[src/rtl/apb2axi_issue_sched.sv]
// rtl/apb2axi_issue_sched.sv - round-robin issue scheduler from directory PENDING tags to AXI front-ends
// Optional write priority: define APB2AXI_SCHED_WR_PRIO_EN.
module apb2axi_issue_sched #(
    parameter  int NUM_TAGS   = 16,
    parameter  int MAX_OUT_RD = 8,
    parameter  int MAX_OUT_WR = 8,
    localparam int TAG_W      = (NUM_TAGS > 1) ? $clog2(NUM_TAGS) : 1
) (
    input  logic                pclk,
    input  logic                presetn,
    input  logic                sched_en,
    input  logic [NUM_TAGS-1:0] pending_vec,
    input  logic [NUM_TAGS-1:0] is_write_vec,
    output logic                issue_valid,
    input  logic                issue_ready,
    output logic [TAG_W-1:0]    issue_tag,
    output logic                issue_is_write,
    output logic                dir_issued_valid,
    input  logic                rd_done_valid,
    input  logic                wr_done_valid,
    output logic [7:0]          out_rd_cnt,
    output logic [7:0]          out_wr_cnt,
    output logic                cnt_err
);

    typedef enum logic [0:0] {S_IDLE, S_ISSUE} state_t;

    localparam logic [7:0] MAX_RD_C = 8'(MAX_OUT_RD);
    localparam logic [7:0] MAX_WR_C = 8'(MAX_OUT_WR);

    state_t             state_q, state_d;
    logic [TAG_W-1:0]   rr_ptr_q, rr_ptr_d;
    logic [TAG_W-1:0]   issue_tag_q, issue_tag_d;
    logic               issue_is_write_q, issue_is_write_d;
    logic [7:0]         out_rd_cnt_q, out_rd_cnt_d;
    logic [7:0]         out_wr_cnt_q, out_wr_cnt_d;
    logic               cnt_err_q, cnt_err_d;

    logic [NUM_TAGS-1:0] elig;
    logic [NUM_TAGS-1:0] cand;
    logic                rd_ok, wr_ok;
    logic                pick_found;
    logic [TAG_W-1:0]    pick_tag;
    logic [TAG_W-1:0]    scan_idx;
    int                  scan_sum;
    logic                hs, hs_rd, hs_wr;

    assign rd_ok = (out_rd_cnt_q < MAX_RD_C);
    assign wr_ok = (out_wr_cnt_q < MAX_WR_C);
    assign elig  = pending_vec & ((is_write_vec & {NUM_TAGS{wr_ok}}) |
                                  (~is_write_vec & {NUM_TAGS{rd_ok}}));

`ifdef APB2AXI_SCHED_WR_PRIO_EN
    assign cand = (|(elig & is_write_vec)) ? (elig & is_write_vec) : (elig & ~is_write_vec);
`else
    assign cand = elig;
`endif

    // First candidate at or after rr_ptr, wrapping modulo NUM_TAGS.
    always_comb begin
        pick_found = 1'b0;
        pick_tag   = '0;
        scan_sum   = 0;
        scan_idx   = '0;
        for (int i = 0; i < NUM_TAGS; i++) begin
            scan_sum = int'(rr_ptr_q) + i;
            if (scan_sum >= NUM_TAGS) begin
                scan_sum = scan_sum - NUM_TAGS;
            end
            scan_idx = TAG_W'(scan_sum);
            if (!pick_found && cand[scan_idx]) begin
                pick_found = 1'b1;
                pick_tag   = scan_idx;
            end
        end
    end

    assign hs    = (state_q == S_ISSUE) & issue_ready;
    assign hs_rd = hs & ~issue_is_write_q;
    assign hs_wr = hs & issue_is_write_q;

    always_comb begin
        state_d          = state_q;
        rr_ptr_d         = rr_ptr_q;
        issue_tag_d      = issue_tag_q;
        issue_is_write_d = issue_is_write_q;
        case (state_q)
            S_IDLE: begin
                if (sched_en && pick_found) begin
                    state_d          = S_ISSUE;
                    issue_tag_d      = pick_tag;
                    issue_is_write_d = is_write_vec[pick_tag];
                end
            end
            S_ISSUE: begin
                if (issue_ready) begin
                    state_d  = S_IDLE;
                    rr_ptr_d = (issue_tag_q == TAG_W'(NUM_TAGS - 1)) ? '0 : issue_tag_q + 1'b1;
                end
            end
            default: state_d = S_IDLE;
        endcase
    end

    // A done in the same cycle as a handshake cancels it; underflow saturates at 0.
    always_comb begin
        out_rd_cnt_d = out_rd_cnt_q;
        out_wr_cnt_d = out_wr_cnt_q;
        cnt_err_d    = cnt_err_q;
        if (hs_rd && !rd_done_valid) begin
            out_rd_cnt_d = out_rd_cnt_q + 8'd1;
        end else if (!hs_rd && rd_done_valid) begin
            if (out_rd_cnt_q != 8'd0) out_rd_cnt_d = out_rd_cnt_q - 8'd1;
            else                      cnt_err_d    = 1'b1;
        end
        if (hs_wr && !wr_done_valid) begin
            out_wr_cnt_d = out_wr_cnt_q + 8'd1;
        end else if (!hs_wr && wr_done_valid) begin
            if (out_wr_cnt_q != 8'd0) out_wr_cnt_d = out_wr_cnt_q - 8'd1;
            else                      cnt_err_d    = 1'b1;
        end
    end

    always_ff @(posedge pclk or negedge presetn) begin
        if (!presetn) begin
            state_q          <= S_IDLE;
            rr_ptr_q         <= '0;
            issue_tag_q      <= '0;
            issue_is_write_q <= 1'b0;
            out_rd_cnt_q     <= 8'd0;
            out_wr_cnt_q     <= 8'd0;
            cnt_err_q        <= 1'b0;
        end else begin
            state_q          <= state_d;
            rr_ptr_q         <= rr_ptr_d;
            issue_tag_q      <= issue_tag_d;
            issue_is_write_q <= issue_is_write_d;
            out_rd_cnt_q     <= out_rd_cnt_d;
            out_wr_cnt_q     <= out_wr_cnt_d;
            cnt_err_q        <= cnt_err_d;
        end
    end

    assign issue_valid      = (state_q == S_ISSUE);
    assign issue_tag        = issue_tag_q;
    assign issue_is_write   = issue_is_write_q;
    assign dir_issued_valid = hs;
    assign out_rd_cnt       = out_rd_cnt_q;
    assign out_wr_cnt       = out_wr_cnt_q;
    assign cnt_err          = cnt_err_q;

endmodule
[config.mk]
export PLATFORM = sky130hd
export DESIGN_NAME = apb2axi_issue_sched
export DESIGN_NICKNAME = d
export VERILOG_FILES = /design/src/rtl/apb2axi_issue_sched.sv
export SDC_FILE = /design/constraint.sdc
export NUM_CORES = 1
export LEC_CHECK = 0
export ABC_CLOCK_PERIOD_IN_PS = 4700
export BUFFER_PORTS_ARGS = -buffer_cell sky130_fd_sc_hd__buf_2
export CAP_MARGIN = 20
export CORE_ASPECT_RATIO = 0.9
export CORE_MARGIN = 4
export CORE_UTILIZATION = 60
export DETAILED_ROUTE_END_ITERATION = 16
export PLACE_DENSITY = 0.86
export SLEW_MARGIN = 20
export SYNTH_ARGS = -nofsm -noshare
export SYNTH_HDL_FRONTEND = slang
export SYNTH_SLANG_ARGS = --single-unit
[constraint.sdc]
create_clock -name pclk -period 4.7 [get_ports pclk]
set_input_delay 0 -clock pclk [delete_from_list [all_inputs] [get_ports pclk]]
set_output_delay 0 -clock pclk [all_outputs]
set_load 0.01 [all_outputs]
# After elaboration in Yosys (flattened, before gate mapping)

Cells that the tools add are included.
W data, S select, Z words.

Bits in registers: 27
Bits of input ports: 38
Output and inout port bits: 24

Add/subtract/negate cells: 36
$lt $le $gt $ge: 35
Equality and inequality tests: 1
Multiplexer cells: 98
Bitwise logic cells: 10
Reduce and logical (&&, ||, !) cells: 49

Operators by type and width:

| kind                  | count |
|---|---|
| $mux W4               | 33 |
| $lt A4 B5 Y1 const B  | 17 |
| $ge A5 B5 Y1 const B  | 15 |
| $bmux W1 S4           | 17 |
| $sub A4 B1 Y4 const B | 16 |
| $and A16 B16 Y16      | 3 |
| $mux W8               | 6 |
| $mux W1               | 41 |
| $add A4 B4 Y5 const B | 8 |
| $add A4 B3 Y5 const B | 4 |
| $logic_and A1 B1 Y1   | 20 |
| $logic_not A1 Y1      | 19 |
| $add A8 B1 Y8 const B | 2 |
| $lt A8 B4 Y1 const B  | 2 |
| $not A16 Y16          | 1 |
| $or A16 B16 Y16       | 1 |
| $reduce_bool A8 Y1    | 2 |
| $sub A8 B1 Y8 const B | 2 |
| $add A4 B2 Y5 const B | 2 |
| $reduce_and A2 Y1     | 4 |
| $reduce_bool A2 Y1    | 4 |
| $add A4 B1 Y5 const B | 1 |
| $ge A4 B5 Y1 const B  | 1 |
| $add A4 B1 Y4 const B | 1 |
| 4 further kinds       | 7 |

# Logic depth before layout (Yosys ltp)

Gate-level depths: netlist of run 1.

Depth after elaboration: 55
Mapped depth: 19

# Worst setup path before layout of run 1

OpenSTA, ideal clock, no wires.

Path type: flip-flop to flip-flop
From: reg rr_ptr_q[0]
To: reg issue_is_write_q, in the netlist issue_is_write
Setup time: 124 ps
Arrival time: 4107 ps
Slack: 469 ps
Stages on the path, launching flop included: 18
Buffers on the path: 4
Clock period less this slack: 4231 ps
Cell sequence: dfrtp_1 buf_2 inv_2 buf_2 ha_1 clkbuf_1 mux4_2 mux4_2 nor3b_4 and4_4 and2_4 o32ai_2 buf_4 mux2i_1 mux2i_1 mux2i_1 nor3b_1 a211o_1

Word-level cells in the longest chain between the ends: 52
Elaborated cells between the ends (all ways): 161
Those cells by class: add/sub: 31; order compare: 16; mux: 82; reduce/logical: 32

RTL lines:

| item                                                                   | line | RTL |
|---|---|---|
| start, declared                                                        | 32   | `logic [TAG_W-1:0] rr_ptr_q, rr_ptr_d;` |
| start signal, assigned                                                 | 135  | `rr_ptr_q <= rr_ptr_d;` |
| parallel branches: the longest is 52 deep, another holds $add A4 B1 Y5 | -    |  |
| end signal, assigned                                                   | 137  | `issue_is_write_q <= issue_is_write_d;` |
| end, declared                                                          | 34   | `logic issue_is_write_q, issue_is_write_d;` |

Several ways; the timed one is not identified. The select of a mux whose other input is x is not followed.
A chain may end at the register's enable or synchronous reset.

# Final worst setup path of run 1

From: reg out_rd_cnt_q[3], in the netlist out_rd_cnt[3]
To: reg issue_is_write_q, in the netlist issue_is_write

Word-level cells in the longest chain between the ends: 54
Elaborated cells between the ends (all ways): 102
Those cells by class: order compare: 1; mux: 66; bitwise: 3; reduce/logical: 32

RTL lines:

| item                                                               | line   | RTL |
|---|---|---|
| start, declared                                                    | 35     | `logic [7:0] out_rd_cnt_q, out_rd_cnt_d;` |
| start signal, assigned                                             | 138    | `out_rd_cnt_q <= out_rd_cnt_d;` |
| $lt A8 B4 Y1 *                                                     | 48     | `assign rd_ok = (out_rd_cnt_q < MAX_RD_C);` |
| $and A16 B16 Y16 *                                                 | 51     | `(~is_write_vec & {NUM_TAGS{rd_ok}}));` |
| $or A16 B16 Y16 *                                                  | 50     | `assign elig = pending_vec & ((is_write_vec & {NUM_TAGS{wr_ok}}) \|` |
| $and A16 B16 Y16 *                                                 | 50     |  |
| $bmux W1 S4                                                        | 71     | `if (!pick_found && cand[scan_idx]) begin` |
| $mux W1 (implied by the code)                                      | 71     |  |
| $mux W1                                                            | 71     |  |
| $logic_not A1 Y1                                                   | 71     |  |
| [38 not listed]                                                    | -      |  |
| $logic_not A1 Y1                                                   | 71     |  |
| $logic_and A1 B1 Y1                                                | 71     |  |
| $mux W1                                                            | 71     |  |
| $logic_not A1 Y1                                                   | 71     |  |
| $logic_and A1 B1 Y1                                                | 71     |  |
| $mux W4 or $mux W1 (tied branches)                                 | 71     |  |
| $bmux W1 S4 or $logic_and A1 B1 Y1 (tied branches)                 | 92, 89 |  |
| $mux W1 (implied by the code) or $reduce_and A2 Y1 (tied branches) | -      |  |

Mark *: on every way between the ends. The rest lies on a longest branch, timed or not. The select of a mux whose other input is x is not followed.

==> run_results.csv, run 1 <==
group,metric,value,unit
timing,max_freq,224,MHz
placement,hpwlAfterDp,12.0,mm
yosys,synth_edf_count,0,
timing,slew_headroom,0.499,
run,maxCapViolCount,0,
min_path,hold_class,"input pin to register",
yosys,yosysWarnings,0,
critical_path,cp_common_cell,"mux4_2",
global_routing,antenna_found_initial,1,
placement,pre_cts_ws,-0.0703,ns
timing,final-setup-viol-count,0,
critical_path,path_buf_inv,1,
yosys,synthDistinctLibCells,79,
outcome,status,"completed",
global_routing,grt_pass1_vias,4851,
yosys,synth_top_area_frac,0.146,
cts,cts_buffer_depth,2,
yosys,seq_area_frac_synth,0.146,
yosys,ys_ff_latch,27,
timing,finalHoldViolCount,0,
cts,htree_levels,1,
cells_and_area,drive_above_1_share,0.260,
global_routing,grt_max_degree,31,
yosys,post-synth-top-count-cell,"nand2_1",
die,die_w,101,um
placement,place_congestion,1.04,
timing,min_period,4.47,ns
die,core_area,7540,sq um
timing,finalCritPeriodShare,0.950,
global_routing,grt_overflow,0,
timing,final.setup.worst_slack,0.235,ns
die,start_util,0.614,
cts,tritoncts,"built",
yosys,syn_inst,522,
yosys,async_reset_ff_frac,1.00,
power_and_ir_drop,ir_drop,0.000531,V
global_routing,grt_pass1_wl,25.0,mm
yosys,syn-num-nets,586,
route,wl,15.3,mm
route,final_antenna_net_count,0,
critical_path,crit_path_start_kind,"register",
yosys,synth_top_area_cell,"dfrtp_1",
power_and_ir_drop,p_leak,2.12,nW
cts,clk_pin_slew,0.10,ns
route,drt-initial-drc-count,445,
critical_path,crit_family,"compound AO/OA/AOI/OAI gates",
placement,port_buffers,61,
yosys,netlist_top_cells_area,"dfrtp_1 (15%), mux4_2 (12%), mux2i_1 (7.1%)",
critical_path,critPathKind,"register to register",
critical_path,crit_chain,"buf_4 > nor4b_1 > a32o_1 > mux4_2 > mux4_2 > nor3_4 > nand4b_1 > o21ai_0 > a31oi_1 > o31ai_1 > o211a_2 > mux2i_1 > nor3b_1 > a211o_1",
timing,fin_skew,0.00735,ns
route,viasPerCell,7.33,
power_and_ir_drop,power_density,837,nW/um^2
placement,placed_area,5140,sq um
die,die_area,9200,sq um
yosys,syn_area_per_cell,8.88,sq um
global_routing,track_usage,0.336,
die,rows,30,
cells_and_area,antenna_cells,0,
critical_path,setup.worst_path.start,"out_rd_cnt[3]",
cells_and_area,nets,649,
yosys,synth_commonest_cells,"nand2_1 (47), mux2i_1 (33), a21oi_1 (28), nor2_1 (28)",
route,vias,4986,
critical_path,path_max_fanout,14,
timing,worst_slew_pin_slew,0.745,ns
critical_path,max_stage_delay,0.59,ns
cells_and_area,final_area,5260,sq um
die,boundaryPins,62,
critical_path,regToRegSetupSlack,0.23,ns
critical_path,critPathSlowestCell,"mux4_2",
cells_and_area,area_growth,13.4,%
route,drc,0,
cts,insertion_delay,0.28,ns
route,wire_per_inst,22.5,um
timing,slew_violations,0,
yosys,synthFlopType,"dfrtp_1",
critical_path,worstSetupEndpointType,"register",
route,dr.pass1.iters,6,
cells_and_area,fillers,559,
die,die_h,91.4,um
min_path,min_from,"sched_en",
yosys,syn_area,4630,sq um
timing,rsz0062_at_grt,"no",
critical_path,reg2reg_from,"out_rd_cnt[3]",
critical_path,worstPathArrival,4.64,ns
critical_path,worstPathRequired,4.87,ns
cts,cts_sinks,27,
cts,cts_root_buffer,"clkbuf_8",
cts,cts_buffers,3,
-- final cells by class --
type | count | area, sq um | area share
well taps | 96 | 120 | 0.0228
inverters | 17 | 63.8 | 0.0121
flip-flops and latches | 27 | 676 | 0.129
multi-input cells | 450 | 3810 | 0.724
clock buffers | 4 | 45.0 | 0.00857
repair buffers | 86 | 546 | 0.104
-- flip-flops by register name (all words and copies together) (netlist names) --
register        flops
issue_tag           4
out_wr_cnt          8
cnt_err             1
rr_ptr_q            4
issue_valid         1
issue_is_write      1
out_rd_cnt          8
-- repair_timing --
action / in CTS / in global routing
buffers inserted: 0 / 1
resized for setup: 1 / 6
hold endpoints to repair: 27 / 0
endpoints found under the setup margin: 1 / 1
hold buffers: 1 / 0
pin swaps: 0 / 1
-- routing by layer --
layer  up-vias  track usage  part of all wire
met5         -            0           0.00072
met4         2        0.111             0.038
met3        67       0.0614              0.12
met2       351        0.527              0.46
met1      2369        0.465              0.38
li1       2197            -                 -
-- cells by family (layout without fill, tap and decap cells) --
| group | after synthesis | after routing | synth area share |
|---|---|---|---|
| and+or+nand+nor | 165 | 165 | 0.205 |
| adders and majority gates | 26 | 26 | 0.0734 |
| buffers and inverters | 45 | 107 | 0.0437 |
| AOI/OAI and AO/OA | 159 | 159 | 0.252 |
| xor gates and xnor gates | 29 | 29 | 0.0548 |
| muxes | 71 | 71 | 0.225 |
| DFF | 27 | 27 | 0.146 |
-- worst reg2reg max path, delay by kind of cell (launching register included) --
kind | cells | cell delay (ns)
buf+inv | 1 | 0.28
flops | 1 | 0.49
compound gates | 6 | 1.48
mux | 3 | 1.35
simple gates | 4 | 0.76
-- power by group --
group	internal (mW)	switching, mW	total [mW]
registers	0.350	0.157	0.507
clock network	0.0610	0.0766	0.138
logic	1.59	2.17	3.75
total	2.00	2.40	4.40
-- cells in the final DEF (no fill, tap or decap), drive strengths merged, types with 8 or more instances in the layout --
master and n:
a21oi 28, inv 16, a21o 9, a32o 16, mux2i 33, nand2 47
nand3 8, buf 85, xor2 11, ha 24, nor2b 15, o21ai 28
mux2 13, xnor2 18, mux4 25, nor4b 16, nor3 12, a32oi 16
dfrtp 27, nor2 28
-- through the flow --
stage | instances | power, mW | utilization | setup TNS (ns) | hold slack [ns]
detailed placement | 674 | 4.03 | 0.682 | -0.0703 | 0.0409
floorplan | 522 | 3.09 | - | 0 | -0.296
global placement | 674 | 3.90 | 0.682 | 0 | 0.0295
finish | 680 | 4.40 | 0.697 | 0 | 0.0710
global route | 680 | 4.70 | 0.697 | 0 | 0.0932
CTS | 679 | 4.21 | 0.690 | 0 | 0.0748
-- path summary, 6_finish.rpt --
| path | end | depth (start not counted) |
|---|---|---|
| max | issue_is_write | 14 |
| min in group asynchronous | out_wr_cnt[2] | 2 |
| max in group asynchronous | issue_tag[2] | 2 |
| max reg2reg | issue_is_write | 14 |
| min | issue_valid | 3 |
| min reg2reg | cnt_err | 1 |
Power figures use the tool's default switching activity.
==> run 2, diff against run 1 <==
- CORE_ASPECT_RATIO: 0.9 -> unset
==> run 2 against run 1 <==
Sequential cell count unchanged. First-iteration DRC count decreased by 16%. Clock skew increased by 0.0011 ns.
==> run_results.csv, run 2 (synthesis gave the netlist of run 1 again) <==
group,metric,value,unit
cts,cts_buffer_depth,2,
timing,worst_slew_pin_slew,0.682,ns
timing,min_period,4.52,ns
route,drt-initial-drc-count,374,
critical_path,worstSetupEndpointType,"register",
die,core_area,7370,sq um
min_path,hold_class,"input pin to register",
placement,placed_area,5220,sq um
die,boundaryPins,62,
timing,fin_skew,0.00842,ns
die,start_util,0.629,
die,rows,31,
placement,place_congestion,1.03,
timing,slew_headroom,0.542,
route,vias,4892,
global_routing,track_usage,0.334,
cells_and_area,drive_above_1_share,0.272,
die,die_w,95.9,um
placement,hpwlAfterDp,12.0,mm
cells_and_area,antenna_cells,0,
critical_path,max_stage_delay,0.56,ns
critical_path,worstPathRequired,4.87,ns
cts,htree_levels,1,
cts,clk_pin_slew,0.10,ns
cells_and_area,area_growth,14.8,%
timing,final.setup.worst_slack,0.181,ns
route,wl,15.0,mm
global_routing,grt_overflow,0,
critical_path,crit_family,"compound AO/OA/AOI/OAI gates",
critical_path,path_buf_inv,2,
critical_path,path_max_fanout,15,
critical_path,critPathKind,"register to register",
power_and_ir_drop,p_leak,2.17,nW
route,dr.pass1.iters,7,
route,final_antenna_net_count,0,
cts,cts_root_buffer,"clkbuf_8",
route,drc,0,
placement,port_buffers,61,
cells_and_area,most-common-layout-cells,"buf_2 (61), nand2_1 (47), mux2i_1 (33)",
critical_path,critPathSlowestCell,"mux4_2",
timing,finalCritPeriodShare,0.962,
cts,tritoncts,"built",
route,viasPerCell,7.05,
cells_and_area,layout_commonest_cell,"buf_2",
timing,rsz0062_at_grt,"no",
cells_and_area,final_area,5320,sq um
die,die_area,9190,sq um
cts,cts_sinks,27,
placement,pre_cts_ws,-0.0885,ns
power_and_ir_drop,ir_drop,0.000596,V
global_routing,antenna_found_initial,0,
route,wire_per_inst,21.7,um
power_and_ir_drop,power_density,840,nW/um^2
run,maxCapViolCount,0,
cells_and_area,fillers,588,
global_routing,grt_pass1_vias,4858,
timing,finalHoldViolCount,0,
cells_and_area,nets,660,
die,die_h,95.9,um
timing,slew_violations,0,
global_routing,grt_max_degree,31,
critical_path,crit_chain,"buf_4 > nor4b_1 > a32o_1 > mux4_2 > mux4_2 > buf_4 > nor3_4 > nand4b_1 > o21ai_0 > a31oi_1 > o31ai_1 > o211a_2 > mux2i_1 > nor3b_1 > a211o_1",
outcome,status,"completed",
timing,final-setup-viol-count,0,
global_routing,grt_pass1_wl,24.0,mm
critical_path,worstPathArrival,4.69,ns
cts,cts_buffers,3,
cts,insertion_delay,0.27,ns
timing,max_freq,221,MHz
critical_path,crit_path_start_kind,"register",
run 2: changes by cell type in the layout (fill, tap and decap cells not counted), sizes merged:
cell | previous run | this run
buf | 85 | 96
run 2: cell type report:
| class | instances | area, sq um | share of cell area |
|---|---|---|---|
| Timing Repair Buffer | 97 | 616 | 0.116 |
| Multi-Input combinational cell | 450 | 3800 | 0.714 |
| Sequential cell | 27 | 676 | 0.127 |
| Tap cell | 99 | 124 | 0.0233 |
| Clock buffer | 4 | 45.0 | 0.00846 |
| Inverter | 17 | 63.8 | 0.0120 |
run 2: power breakdown:
group | total (mW) | internal (mW) | switching [mW]
Combinational | 3.84 | 1.65 | 2.18
Sequential | 0.500 | 0.350 | 0.150
Clock | 0.134 | 0.0608 | 0.0728
run 2: per-layer routing:
| layer | track usage | wire length, um | vias up |
|---|---|---|---|
| met5 | 0 | 0 | - |
| met4 | 0.133 | 481 | 0 |
| met3 | 0.0493 | 1420 | 41 |
| met2 | 0.565 | 7200 | 293 |
| met1 | 0.430 | 5940 | 2339 |
| li1 | - | - | 2219 |
run 2: per-stage QoR:
step / power [mW] / hold slack (ns) / instances / utilization / setup TNS, ns
after global routing: 4.77 / 0.0790 / 694 / 0.722 / 0
final: 4.47 / 0.0613 / 694 / 0.722 / 0
after floorplan: 3.09 / -0.296 / 522 / - / 0
after CTS: 4.31 / 0.0590 / 693 / 0.717 / 0
after global placement: 4.02 / 0.0425 / 688 / 0.708 / 0
after detailed placement: 4.13 / 0.0496 / 688 / 0.708 / -0.0885
run 2: what timing repair did:
action	CTS	global route
setup buffers	0	1
setup endpoints to repair	1	1
hold buffers	1	0
hold endpoints to repair	27	0
gates resized for setup	1	5
pin swaps	0	1
run 2: worst reg2reg max path, stage by stage (launching register included):
cell and delay, ns:
dfrtp_1 0.45, buf_4 0.27, nor4b_1 0.11, a32o_1 0.25
mux4_2 0.56, mux4_2 0.53, buf_4 0.18, nor3_4 0.19
nand4b_1 0.28, o21ai_0 0.25, a31oi_1 0.07, o31ai_1 0.35
o211a_2 0.36, mux2i_1 0.22, nor3b_1 0.08, a211o_1 0.27
run 2: worst paths after layout:
path                                     from        endpoint  slack, ns  cells after the start
worst max register to register  out_rd_cnt[5]  issue_is_write       0.18                     15
worst min register to register        cnt_err         cnt_err       0.51                      1
max in group asynchronous             presetn   out_rd_cnt[3]       4.04                      2
worst max-delay path            out_rd_cnt[5]  issue_is_write       0.18                     15
min in group asynchronous             presetn         cnt_err       0.26                      2
worst min-delay path                 sched_en     issue_valid       0.06                      3
